### config.mk
export PLATFORM = sky130hd
export DESIGN_NAME = piso_serializer
export DESIGN_NICKNAME = d
export VERILOG_FILES = /design/src/rtl/piso_serializer.sv
export SDC_FILE = /design/constraint.sdc
export NUM_CORES = 1
export LEC_CHECK = 0
export BUFFER_PORTS_ARGS = -buffer_cell sky130_fd_sc_hd__buf_4
export CORE_AREA = 2 2 39 41
export CTS_CLUSTER_DIAMETER = 150
export DETAILED_ROUTE_END_ITERATION = 10
export DIE_AREA = 0 0 41 43
export PLACE_DENSITY_LB_ADDON = 0.1
export SYNTH_ARGS = -nofsm -noshare
export SYNTH_HDL_FRONTEND = slang
export SYNTH_SLANG_ARGS = --single-unit
### constraint.sdc
create_clock -name clk -period 2.4 [get_ports clk]
set_input_delay 0.12 -clock clk [delete_from_list [all_inputs] [get_ports clk]]
set_output_delay 0.12 -clock clk [all_outputs]
set_load 0.02 [all_outputs]
### src/rtl/piso_serializer.sv
// -----------------------------------------------------------------------------
// piso_serializer
//   Parallel-in / serial-out shifter with a valid/ready load handshake.
//   A word is shifted out LSB first, one bit per clock, with serialOut updated
//   on rising edges only so a downstream negedge-sampling register sees a stable
//   bit. A new word can be accepted on the last bit of the current one, giving
//   gap-free back-to-back frames.
//
// Ports
//   clk          rising-edge clock
//   rst          asynchronous active-low reset
//   parallelIn   word to serialize
//   loadValid    parallelIn holds a word to send
//   loadReady    word can be accepted this cycle (combinational)
//   hold         freezes shifting while high (ignored when idle)
//   serialOut    registered serial data, LSB first
//   frameActive  registered, high while serialOut carries a data bit
//   done         registered one-cycle pulse after the last bit of a word
// -----------------------------------------------------------------------------
module piso_serializer #(
    parameter int WIDTH = 4
) (
    input  logic             clk,
    input  logic             rst,
    input  logic [WIDTH-1:0] parallelIn,
    input  logic             loadValid,
    output logic             loadReady,
    input  logic             hold,
    output logic             serialOut,
    output logic             frameActive,
    output logic             done
);

    localparam int CW = (WIDTH > 2) ? $clog2(WIDTH) : 1;
    localparam logic [CW-1:0] LAST = CW'(WIDTH - 1);

    localparam logic [0:0] IDLE  = 1'b0;
    localparam logic [0:0] SHIFT = 1'b1;

    logic [0:0]       state_q,     state_d;
    logic [WIDTH-1:0] shift_reg_q, shift_reg_d;
    logic [CW-1:0]    count_q,     count_d;
    logic             serial_q,    serial_d;
    logic             frame_q,     frame_d;
    logic             done_q,      done_d;

    logic last_bit;
    logic load_ready;
    logic handshake;

    // The bit currently on serialOut is always shift_reg_q[0]; the register is
    // cleared when a frame ends, so serialOut is simply bit 0 of the next value.
    always_comb begin
        state_d     = state_q;
        shift_reg_d = shift_reg_q;
        count_d     = count_q;
        frame_d     = frame_q;
        done_d      = 1'b0;

        last_bit   = (state_q == SHIFT) && (count_q == LAST) && !hold;
        load_ready = (state_q == IDLE) || last_bit;
        handshake  = loadValid && load_ready;

        // The final bit completes regardless of whether a new word follows.
        if (last_bit) begin
            done_d = 1'b1;
        end

        if (handshake) begin
            state_d     = SHIFT;
            shift_reg_d = parallelIn;
            count_d     = '0;
            frame_d     = 1'b1;
        end else if (state_q == SHIFT && !hold) begin
            if (count_q == LAST) begin
                state_d     = IDLE;
                shift_reg_d = '0;
                count_d     = '0;
                frame_d     = 1'b0;
            end else begin
                shift_reg_d = {1'b0, shift_reg_q[WIDTH-1:1]};
                count_d     = count_q + CW'(1);
            end
        end else if (state_q == IDLE) begin
            shift_reg_d = '0;
            frame_d     = 1'b0;
        end

        serial_d = shift_reg_d[0];
    end

    always_ff @(posedge clk or negedge rst) begin
        if (!rst) begin
            state_q     <= IDLE;
            shift_reg_q <= '0;
            count_q     <= '0;
            serial_q    <= 1'b0;
            frame_q     <= 1'b0;
            done_q      <= 1'b0;
        end else begin
            state_q     <= state_d;
            shift_reg_q <= shift_reg_d;
            count_q     <= count_d;
            serial_q    <= serial_d;
            frame_q     <= frame_d;
            done_q      <= done_d;
        end
    end

    assign loadReady   = load_ready;
    assign serialOut   = serial_q;
    assign frameActive = frame_q;
    assign done        = done_q;

endmodule

* After elaboration in Yosys (flattened, before gate mapping)
Cells that the tools add are included.
Word-level totals: register bits 9, bits of input ports 8, output and inout bits 4, word-level logic and storage cells 35
Cells by class: add/sub/neg operators 1, equal/unequal tests 3, multiplexer cells 14, bitwise operators 1, reductions and logical operators 10
Operators with widths (count):
- 4-bit two-way mux | 3
- 1-bit two-way mux | 7
- 2-bit two-way mux | 3
- 1-bit logical AND | 4
- 2-bit AND reduction | 2
- 2-bit nonzero test | 2
- 3-bit two-way mux | 1
- 3-bit by 1-bit inequality test with 1-bit output, second input constant | 1
- 3-bit by 2-bit inequality test with 1-bit output, second input constant | 1
- 2-bit by 1-bit adder with 2-bit output, second input constant | 1
- 2-bit == test, second input constant | 1
- 1-bit logical NOT | 1
- 1-bit logical OR | 1
- 1-bit NOT | 1

* Logic depth before layout (Yosys ltp)
Gate-level depths: netlist of run 1.
word-level depth 7, mapped depth 4, depth with buffers taken out 4

* Worst setup path before layout of run 1
No wires, ideal clock.
path kind reg-to-reg, start register count_q[0], end register count_q[0], setup time 0.066 ns, arrival time 1.183 ns, data required time 2.334 ns, setup slack 1.151 ns, stages on the path, launching flop included 4, buffers on the path 0, period minus slack after synthesis 1.249 ns, path through dfrtp_1 > ha_1 > or4b_1 > nand2_1
On the way: word-level cells in the longest chain between the ends 6, elaborated cells on any way between the ends 10, those cells by class add/sub (1); eq/ne (1); mux (3); reduce/logical (5)
Ends and longest elaborated chain:
- start: declaration | RTL line 42 | logic [CW-1:0] count_q, count_d;
- start signal: assignment | RTL line 103 | count_q <= count_d;
- branches (longest 6 deep; another with 2-bit by 1-bit adder with 2-bit output)
Several ways; the timed one is not identified. The select of a mux whose other input is x is not followed. A chain may end at the register's enable or synchronous reset.

* Final worst setup path of run 1
start register count_q[0], end output loadReady
On the way: word-level cells in the longest chain between the ends 4
Ends and longest elaborated chain:
- 2-bit == test | RTL line 60 | last_bit = (state_q == SHIFT) && (count_q == LAST) && !hold;
- 1-bit logical AND (2 in series) | RTL line 60
- 1-bit logical OR | RTL line 61 | load_ready = (state_q == IDLE) || last_bit;
- end: declaration | RTL line 27 | output logic loadReady,
No other way between the ends.

==> flow_metrics.py, run 1 <==
metrics = {
    "global_route": {
        "global_route.usage.met1": 0.164,
        "number_of_global_route_vias_before_repair": 366,
        "number_of_antenna_violations_at_the_first_check_in_global_routing": 0,
        "grt_use_met3": 0.0785,
        "grt.met2_usage": 0.209,
        "grt_pass1_wl_um": 1610,
        "grt_max_degree": 11,
        "track_usage": 0.142,
        "top_usage_layer": "met2",
        "total_overflow_reported_by_the_global_router": 0,
    },
    "sta": {
        "setup_viol_count_final": 0,
        "maxClockFrequency_ghz": 0.708,
        "period_minus_slack_ns": 1.41,
        "timing.slew.headroom": 0.818,
        "layout_worst_path_cycle_share": 0.589,
        "tightest_slew_ns": 0.274,
        "slew_viol_final": 0,
        "rsz0062_at_grt": "no",
        "finalSetupTns_ns": 0,
        "fin_worst_hold_slack_ns": 0.0677,
        "finalHoldViolCount": 0,
        "clock-skew-final_ns": 0.00170,
    },
    "setup_path": {
        "setup.worst_path.end_class": "output pin",
        "r2r_cells": 4,
        "worst-r2r-setup-slack_ns": 1.04,
        "endpoint": "loadReady",
        "crit_arrival_ns": 1.29,
        "ff_to_ff_end": "shift_reg_q[2]",
        "worstReg2RegStart": "count_q[0]",
        "crit_required_ns": 2.28,
        "worstSetupStartpointType": "flip-flop",
        "critical_path.startpoint": "count_q[0]",
        "criticalPathCategory": "reg -> out",
        "worstPathMaxFanout": 5,
    },
    "hold_path": {
        "worstHoldPathType": "in -> reg",
        "timing.hold.worst.start": "loadValid",
    },
    "floorplanning": {
        "floorplan.rows": 14,
        "design.die.area_sq_mm": 0.00176,
        "die_h_um": 43,
        "die_w_um": 41,
        "core_area_sq_mm": 0.00138,
        "initial_core_util": 0.291,
        "boundaryPins": 12,
    },
    "power_and_ir_drop": {
        "pwr_density_cell_mw_per_mm2": 1040,
        "power.ir.vdd_worst_mv": 0.460,
        "cellLeakagePower_uw": 0.000275,
        "totalPowerFinal_uw": 563,
    },
    "clock_network": {
        "clk_latency_ns": 0.27,
        "h-tree-depth": 1,
        "clockRootBuffer": "sky130_fd_sc_hd__clkbuf_4",
        "cts.reportedPaths.clkPinSlew_ns": 0.06,
        "clockBufferDepth": 2,
        "clock_sinks": 9,
        "tritoncts": "done",
        "cts_repair_resize_count": 0,
        "numCtsBuffers": 3,
    },
    "final_layout": {
        "area_growth_pct": 34.8,
        "final_nets": 61,
        "final_cell_count_no_fill": 67,
        "diodes": 0,
        "layout-drive-gt1-share": 0.412,
        "final.fill_count": 140,
    },
    "detailed_routing": {
        "route.vias.total": 342,
        "drt_iter0_markers": 4,
        "totalWireLength_um": 908,
        "drc": 0,
        "via_per_inst": 5.10,
        "drt-wirelength-per-cell_um": 13.6,
        "final_antenna_net_count": 0,
        "drt_pre_antenna_iters": 2,
    },
    "placed_design": {
        "gpl.final_weighted_congestion": 0.778,
        "buffer_ports.inserted": 11,
        "dpl.cell_count": 62,
        "hpwl_um": 703,
    },
    "flow_run": {
        "max-cap-violations": 0,
    },
    "logic_synthesis": {
        "synth_cells": 35,
        "synth_adder_area_share": 0.0311,
        "synth.ff_latch_count": 9,
        "yosys_warnings": 0,
        "synth_xor_xnor_area_share": 0,
        "synth.top_cells.by_area": "sky130_fd_sc_hd__dfrtp_1 56%, sky130_fd_sc_hd__a221o_1 7.5%, sky130_fd_sc_hd__and3_2 5.6%, sky130_fd_sc_hd__o21ai_0 3.7%, sky130_fd_sc_hd__nand2_1 3.7%",
        "post_synth_mux_area_share": 0,
        "synthDominantCellAreaShare": 0.559,
        "cell_area_after_synthesis_sq_um": 403,
        "synthDistinctLibCells": 15,
        "synth_top_area_cell": "sky130_fd_sc_hd__dfrtp_1",
        "number_of_nets_in_the_synthesized_netlist": 44,
        "synthesis.area_per_instance_sq_um": 11.5,
        "sequential_cell_area_fraction_in_the_yosys_report": 0.559,
        "synth_simple_gate_area_share": 0.217,
        "synth-compound-area-share": 0.183,
        "dominant_combinational_cell_family_by_area_after_synthesis": "simple AND/OR/NAND/NOR gates",
    },
    "status": {
        "status": "completed",
    },
}
## flip-flops by register name, indices dropped and copies added, names as in the netlist
signal	flops
frameActive	1
shift_reg_q	4
count_q	2
done	1
state_q	1
## logic make-up after synthesis
logic type | after synthesis
compound gates | 9
fa+ha+maj | 1
buf+inv | 1
flops | 9
simple gates | 15
## what timing repair did
action	in CTS	in global routing
setup endpoints to repair	0	0
endpoints found under the hold margin	9	0
hold buffers	1	0
buffers inserted	0	0
## critical path, cell delays in order, from the launching register on
cell	delay, ns
sky130_fd_sc_hd__dfrtp_1	0.40
sky130_fd_sc_hd__ha_1	0.27
sky130_fd_sc_hd__nand2b_2	0.12
sky130_fd_sc_hd__nand2_1	0.07
sky130_fd_sc_hd__buf_4	0.17
## synth_stat cells
| cell type | n |
|---|---|
| sky130_fd_sc_hd__o21ai_0 | 3 |
| sky130_fd_sc_hd__nor2_1 | 3 |
| sky130_fd_sc_hd__a22o_1 | 1 |
| sky130_fd_sc_hd__dfrtp_1 | 9 |
| sky130_fd_sc_hd__nand2b_1 | 2 |
| sky130_fd_sc_hd__inv_1 | 1 |
| sky130_fd_sc_hd__nand2_1 | 4 |
| sky130_fd_sc_hd__a21boi_2 | 1 |
| sky130_fd_sc_hd__a221o_1 | 3 |
| sky130_fd_sc_hd__and2_2 | 1 |
| sky130_fd_sc_hd__or4b_1 | 1 |
| sky130_fd_sc_hd__ha_1 | 1 |
| sky130_fd_sc_hd__and3_2 | 3 |
| sky130_fd_sc_hd__a31o_1 | 1 |
| sky130_fd_sc_hd__nand2b_2 | 1 |
## through the flow
stage | cell area [sq um] | setup slack, ns | utilization
after floorplan | 403 | 1.15 | -
after global placement | 505 | 1.11 | 0.365
after detailed placement | 505 | 1.03 | 0.365
after CTS | 543 | 0.970 | 0.392
after global routing | 543 | 0.897 | 0.392
final | 543 | 0.987 | 0.392
## layout make-up
| class | count | area [sq um] | share of cell area |
|---|---|---|---|
| clock inverters | 1 | 5.00 | 0.00922 |
| multi-input cells | 25 | 174 | 0.320 |
| flip-flops and latches | 9 | 225 | 0.415 |
| repair buffers | 12 | 92.6 | 0.171 |
| well taps | 16 | 20.0 | 0.0369 |
| clock buffers | 3 | 22.5 | 0.0415 |
| inverters | 1 | 3.75 | 0.00691 |
## where the power goes
group          leakage, uW  switching [uW]  internal, uW
registers         0.000114            34.4           205
clock network    0.0000177            58.4          61.7
logic             0.000143             103           101
total             0.000275             196           367
## cell usage in the layout (no fill, tap or decap), drive strengths merged, types with 3 or more instances in the layout
cell    count
a221o       3
and3        3
buf        11
clkbuf      3
dfrtp       9
nand2       4
nand2b      3
nor2        3
o21ai       3
## how the worst min path moves through the flow
stage	to	cells past startpoint
after floorplan	count_q[0]	0
after global placement	shift_reg_q[0]	1
after detailed placement	shift_reg_q[1]	1
after CTS	state_q	2
after global routing	shift_reg_q[1]	2
final	state_q	2
## per-layer routing
layer / share of wire / vias up
met5: 0 / -
li1: - / 163
met4: 0 / 0
met3: 0.090 / 0
met2: 0.53 / 11
met1: 0.38 / 168
Power figures use the tool's default switching activity.
==> inputs of run 2 (changes only) <==
- ABC_AREA: unset -> 1
- clock period: 2.4 -> 1.4 ns (I/O delays scaled with it)
==> run 2 against run 1 <==
Non-clock buffer count is the same. Synthesized cell count rose by 49%. Register-to-register slack got worse by 0.80 ns. Clock power increased by 62%. Wire length shrank 8.9%. Clock skew increased by 0.0030 ns. Sequential share of layout area shrank 1.7 points. Critical path depth unchanged. Highest routed layer is now met4. Final area rose by 4.4%. Sequential power increased by 72%.
==> flow_metrics.py, run 2 <==
metrics = {
    "final_layout": {
        "flip_flop_count_of_the_largest_register_all_copies_and_words_added": 4,
        "final_cell_count_no_fill": 84,
        "mostFrequentLayoutCells": "17 x sky130_fd_sc_hd__nand2_1, 11 x sky130_fd_sc_hd__buf_4, 9 x sky130_fd_sc_hd__dfrtp_1, 5 x sky130_fd_sc_hd__nor2_1, 4 x sky130_fd_sc_hd__inv_1",
        "registers.top_by_ff_count": "shift_reg_q",
        "diodes": 0,
        "commonest_non_fill_non_tap_cell_in_the_layout": "sky130_fd_sc_hd__nand2_1",
        "final_nets": 78,
        "area_growth_pct": 33.2,
        "reg_top3": "shift_reg_q x4, count_q x2",
        "layout-drive-gt1-share": 0.338,
    },
    "logic_synthesis": {
        "yosys_warnings": 0,
        "synth_ff_type": "sky130_fd_sc_hd__dfrtp_1",
        "synth.ff_latch_count": 9,
        "synth_cells": 52,
        "synth.top_cells.by_area": "sky130_fd_sc_hd__dfrtp_1 53%, sky130_fd_sc_hd__nand2_1 15%, sky130_fd_sc_hd__a31oi_1 4.4%, sky130_fd_sc_hd__nor2_1 4.4%, sky130_fd_sc_hd__nand3_1 3.5%",
        "synthesis.area_per_instance_sq_um": 8.18,
        "cell_area_after_synthesis_sq_um": 425,
        "synth.most_common_cell": "sky130_fd_sc_hd__nand2_1",
        "async_flop_share": 1.00,
        "synth-edff-count": 0,
        "number_of_nets_in_the_synthesized_netlist": 61,
        "synthTopCellsByCount": "17 x sky130_fd_sc_hd__nand2_1, 9 x sky130_fd_sc_hd__dfrtp_1, 5 x sky130_fd_sc_hd__nor2_1",
        "synthDominantCellAreaShare": 0.529,
        "synthDistinctLibCells": 14,
        "sequential_cell_area_fraction_in_the_yosys_report": 0.529,
        "synth_top_area_cell": "sky130_fd_sc_hd__dfrtp_1",
    },
    "floorplanning": {
        "initial_core_util": 0.307,
        "floorplan.rows": 14,
        "die_w_um": 41,
        "boundaryPins": 12,
        "design.die.area_sq_mm": 0.00176,
        "core_area_sq_mm": 0.00138,
        "die_h_um": 43,
    },
    "clock_network": {
        "clk_latency_ns": 0.25,
        "h-tree-depth": 1,
        "numCtsBuffers": 3,
        "clock_sinks": 9,
        "clockRootBuffer": "sky130_fd_sc_hd__clkbuf_4",
        "tritoncts": "done",
        "post-cts-setup-buffer-count": 0,
        "clockBufferDepth": 2,
        "cts.reportedPaths.clkPinSlew_ns": 0.06,
    },
    "setup_path": {
        "worst-r2r-setup-slack_ns": 0.24,
        "criticalPathCategory": "reg -> out",
        "worstSetupStartpointType": "flip-flop",
        "worstPathMaxFanout": 5,
        "crit_required_ns": 1.33,
        "crit_arrival_ns": 1.26,
        "setup.worst_path.end_class": "output pin",
    },
    "detailed_routing": {
        "via_per_inst": 4.33,
        "final_antenna_net_count": 0,
        "drt_iter0_markers": 5,
        "drt-wirelength-per-cell_um": 9.85,
        "drt_pre_antenna_iters": 2,
        "route.vias.total": 364,
        "totalWireLength_um": 827,
        "drc": 0,
    },
    "placed_design": {
        "dpl.cell_count": 79,
        "buffer_ports.inserted": 11,
        "hpwl_um": 617,
        "gpl.final_weighted_congestion": 0.755,
    },
    "sta": {
        "tightest_slew_ns": 0.224,
        "finalHoldViolCount": 0,
        "slew_viol_final": 0,
        "period_minus_slack_ns": 1.33,
        "timing.slew.headroom": 0.851,
        "maxClockFrequency_ghz": 0.755,
        "finalSetupTns_ns": 0,
        "clock-skew-final_ns": 0.00467,
        "setup_viol_count_final": 0,
        "layout_worst_path_cycle_share": 0.946,
        "rsz0062_at_grt": "no",
    },
    "power_and_ir_drop": {
        "pwr_density_cell_mw_per_mm2": 1750,
        "totalPowerFinal_uw": 993,
        "cellLeakagePower_uw": 0.000304,
        "power.ir.vdd_worst_mv": 0.723,
    },
    "global_route": {
        "grt_max_degree": 10,
        "total_overflow_reported_by_the_global_router": 0,
        "number_of_global_route_vias_before_repair": 336,
        "grt_pass1_wl_um": 1390,
        "number_of_antenna_violations_at_the_first_check_in_global_routing": 0,
        "track_usage": 0.123,
    },
    "hold_path": {
        "worstHoldPathType": "in -> reg",
    },
    "flow_run": {
        "max-cap-violations": 0,
    },
    "status": {
        "status": "completed",
    },
}
run 2: layout make-up:
type                            count  area (sq um)
Inverter                            8          30.0
Timing Repair Buffer               12          92.6
Clock buffer                        4          26.3
Multi-Input combinational cell     35           173
Fill cell                         140           817
Tap cell                           16          20.0
Sequential cell                     9           225
run 2: worst max-delay path, stage by stage (launching register included):
cell and delay, ns:
sky130_fd_sc_hd__dfrtp_1 0.37, sky130_fd_sc_hd__ha_2 0.22, sky130_fd_sc_hd__inv_2 0.07, sky130_fd_sc_hd__o21ai_2 0.17, sky130_fd_sc_hd__buf_4 0.17
run 2: stage by stage:
stage	setup WS [ns]	instance area, sq um	hold slack (ns)	util
6_report	0.0749	567	0.00745	0.410
3_5_place_dp	0.236	528	-0.0974	0.382
3_3_place_gp	0.237	528	-0.0976	0.382
5_1_grt	0.0243	567	0.0190	0.410
4_1_cts	0.0396	564	0.00492	0.408
2_1_floorplan	0.167	425	-0.226	-
run 2: cells by family after synthesis:
logic type      count (synthesis)  share of synthesized area
simple gates                   28                      0.274
flops                           9                      0.529
buf+inv                         8                     0.0706
compound gates                  6                     0.0971
fa+ha+maj                       1                     0.0294
run 2: final timing paths:
kind                       cells past startpoint          start              to
setup / recovery                               4     count_q[0]       loadReady
hold / removal                                 3  parallelIn[3]  shift_reg_q[3]
setup reg to reg                               6     count_q[0]      count_q[0]
hold reg to reg                                2    frameActive     frameActive
max in group asynchronous                      2            rst  shift_reg_q[0]
min in group asynchronous                      2            rst  shift_reg_q[1]
run 2: per-layer routing:
metal,GRT usage,vias up,routed length [um],part of all wire
met3,0.0314,4,60,0.073
met5,0,-,0,0
met1,0.159,152,424,0.51
met4,0.100,0,23,0.028
li1,-,196,-,-
met2,0.163,12,318,0.38
run 2: repair_timing:
| action | in CTS | in global routing |
|---|---|---|
| resized for setup | 0 | 1 |
| endpoints found under the hold margin | 9 | 0 |
| endpoints found under the setup margin | 0 | 1 |
| hold buffers | 1 | 0 |
run 2: power by group:
part | switching (uW) | internal, uW
logic | 221 | 166
clock network | 85.6 | 110
registers | 58.9 | 352
total | 365 | 627
==> inputs of run 3 (changes only) <==
- ABC_AREA: 1 -> unset
==> run 3 against run 2 <==
Global-route usage grew 2.0 points. Highest routed layer is now met3. Non-clock buffer count is the same. Clock skew shrank 0.0034 ns. Critical endpoint is now shift_reg_q[2]. Via count is 8.0% lower. First-iteration DRC count decreased by 40%. Cell count fell by 20%. Utilization is 1.5 points lower.
==> flow_metrics.py, run 3 (synthesized netlist as in run 1, its figures left out) <==
metrics = {
    "detailed_routing": {
        "drt-wirelength-per-cell_um": 13.8,
        "drt_iter0_markers": 3,
        "final_antenna_net_count": 0,
        "drt_pre_antenna_iters": 2,
        "route.vias.total": 335,
        "via_per_inst": 5.00,
        "totalWireLength_um": 922,
        "drc": 0,
    },
    "setup_path": {
        "worst-r2r-setup-slack_ns": 0.1,
        "r2r_cells": 4,
        "worst_path_dominant_cell_family": "compound AO/OA/AOI/OAI gates",
        "crit_chain": "ha_2, nand2b_2, a21boi_2, a221o_1",
        "worstReg2RegStart": "count_q[0]",
        "cp.depth": 4,
        "crit_arrival_ns": 1.45,
        "standard_cell_with_the_maximum_stage_delay_on_the_critical_path": "sky130_fd_sc_hd__dfrtp_1",
        "setup.worst_path.end_class": "flip-flop",
        "crit_buf_inv": 0,
        "worstSetupStartpointType": "flip-flop",
        "ff_to_ff_end": "shift_reg_q[2]",
        "endpoint": "shift_reg_q[2]",
        "criticalPathCategory": "reg -> reg",
        "crit_required_ns": 1.55,
        "worstPathMaxFanout": 5,
        "cpPeakStageDelay_ns": 0.40,
        "critical_path.startpoint": "count_q[0]",
    },
    "power_and_ir_drop": {
        "cellLeakagePower_uw": 0.000273,
        "pwr_density_cell_mw_per_mm2": 1780,
        "power.ir.vdd_worst_mv": 0.790,
    },
    "global_route": {
        "global_route.usage.met1": 0.164,
        "top_usage_layer": "met2",
        "number_of_antenna_violations_at_the_first_check_in_global_routing": 0,
        "grt.met2_usage": 0.209,
        "number_of_global_route_vias_before_repair": 366,
        "grt_use_met3": 0.0785,
        "grt_max_degree": 11,
        "total_overflow_reported_by_the_global_router": 0,
        "grt_pass1_wl_um": 1610,
        "track_usage": 0.142,
    },
    "hold_path": {
        "worstHoldPathType": "in -> reg",
    },
    "final_layout": {
        "reg_top3": "shift_reg_q x4, count_q x2",
        "final_nets": 61,
        "registers.top_by_ff_count": "shift_reg_q",
        "final_cell_count_no_fill": 67,
        "mostFrequentLayoutCells": "11 x sky130_fd_sc_hd__buf_4, 9 x sky130_fd_sc_hd__dfrtp_1, 4 x sky130_fd_sc_hd__nand2_1",
        "layout-drive-gt1-share": 0.431,
        "area_growth_pct": 35.4,
        "finalInstanceArea_sq_um": 546,
        "flip_flop_count_of_the_largest_register_all_copies_and_words_added": 4,
        "commonest_non_fill_non_tap_cell_in_the_layout": "sky130_fd_sc_hd__buf_4",
        "diodes": 0,
    },
    "clock_network": {
        "clockBufferDepth": 2,
        "tritoncts": "done",
        "clock_sinks": 9,
        "h-tree-depth": 1,
        "numCtsBuffers": 3,
        "clk_latency_ns": 0.27,
        "post-cts-setup-buffer-count": 0,
        "cts.reportedPaths.clkPinSlew_ns": 0.06,
        "clockRootBuffer": "sky130_fd_sc_hd__clkbuf_4",
    },
    "sta": {
        "maxClockFrequency_ghz": 0.767,
        "layout_worst_path_cycle_share": 0.932,
        "finalHoldViolCount": 0,
        "timing.slew.headroom": 0.819,
        "setup_viol_count_final": 0,
        "slew_viol_final": 0,
        "tightest_slew_ns": 0.272,
        "fin_worst_hold_slack_ns": 0.0170,
        "clock-skew-final_ns": 0.00124,
        "rsz0062_at_grt": "no",
        "finalSetupTns_ns": 0,
        "period_minus_slack_ns": 1.30,
    },
    "status": {
        "status": "completed",
    },
    "floorplanning": {
        "die_h_um": 43,
        "core_area_sq_mm": 0.00138,
        "boundaryPins": 12,
        "initial_core_util": 0.291,
        "floorplan.rows": 14,
        "design.die.area_sq_mm": 0.00176,
        "die_w_um": 41,
    },
    "flow_run": {
        "max-cap-violations": 0,
    },
    "placed_design": {
        "gpl.final_weighted_congestion": 0.778,
        "hpwl_um": 703,
        "buffer_ports.inserted": 11,
        "dpl.cell_count": 62,
        "dpl_cell_area_sq_um": 505,
    },
}
## run 3: layout make-up
cell class	instances	area, sq um
Inverter	1	3.75
Sequential cell	9	225
Clock inverter	1	5.00
Tap cell	16	20.0
Clock buffer	3	22.5
Multi-Input combinational cell	25	176
Timing Repair Buffer	12	92.6
Fill cell	139	838
## run 3: worst min path at each step
stage,from,endpoint,slack [ns],cells past startpoint
floorplan,rst,count_q[0],-0.23,0
global placement,rst,shift_reg_q[0],-0.10,1
detailed placement,rst,shift_reg_q[1],-0.1,1
CTS,loadValid,state_q,0.01,2
global route,parallelIn[1],shift_reg_q[1],0.03,2
finish,loadValid,state_q,0.02,2
## run 3: power breakdown
part	switching, uW	internal, uW
logic	178	178
registers	59.6	351
clock network	101	106
total	338	635
## run 3: what timing repair did
action	CTS	global route
hold endpoints to repair	9	0
setup endpoints to repair	0	5
hold buffers	1	0
gates resized for setup	0	1
## run 3: stage by stage
step | power [uW] | setup WS, ns | util
2_1_floorplan | 623 | 0.151 | -
3_3_place_gp | 749 | 0.108 | 0.365
3_5_place_dp | 769 | 0.0312 | 0.365
4_1_cts | 985 | 0.0198 | 0.392
5_1_grt | 1050 | 0.00519 | 0.394
6_report | 973 | 0.0956 | 0.394
## run 3: per-layer routing
| metal | up-vias | part of all wire |
|---|---|---|
| li1 | 162 | - |
| met1 | 162 | 0.39 |
| met2 | 11 | 0.52 |
| met3 | 0 | 0.089 |
| met4 | 0 | 0 |
| met5 | - | 0 |
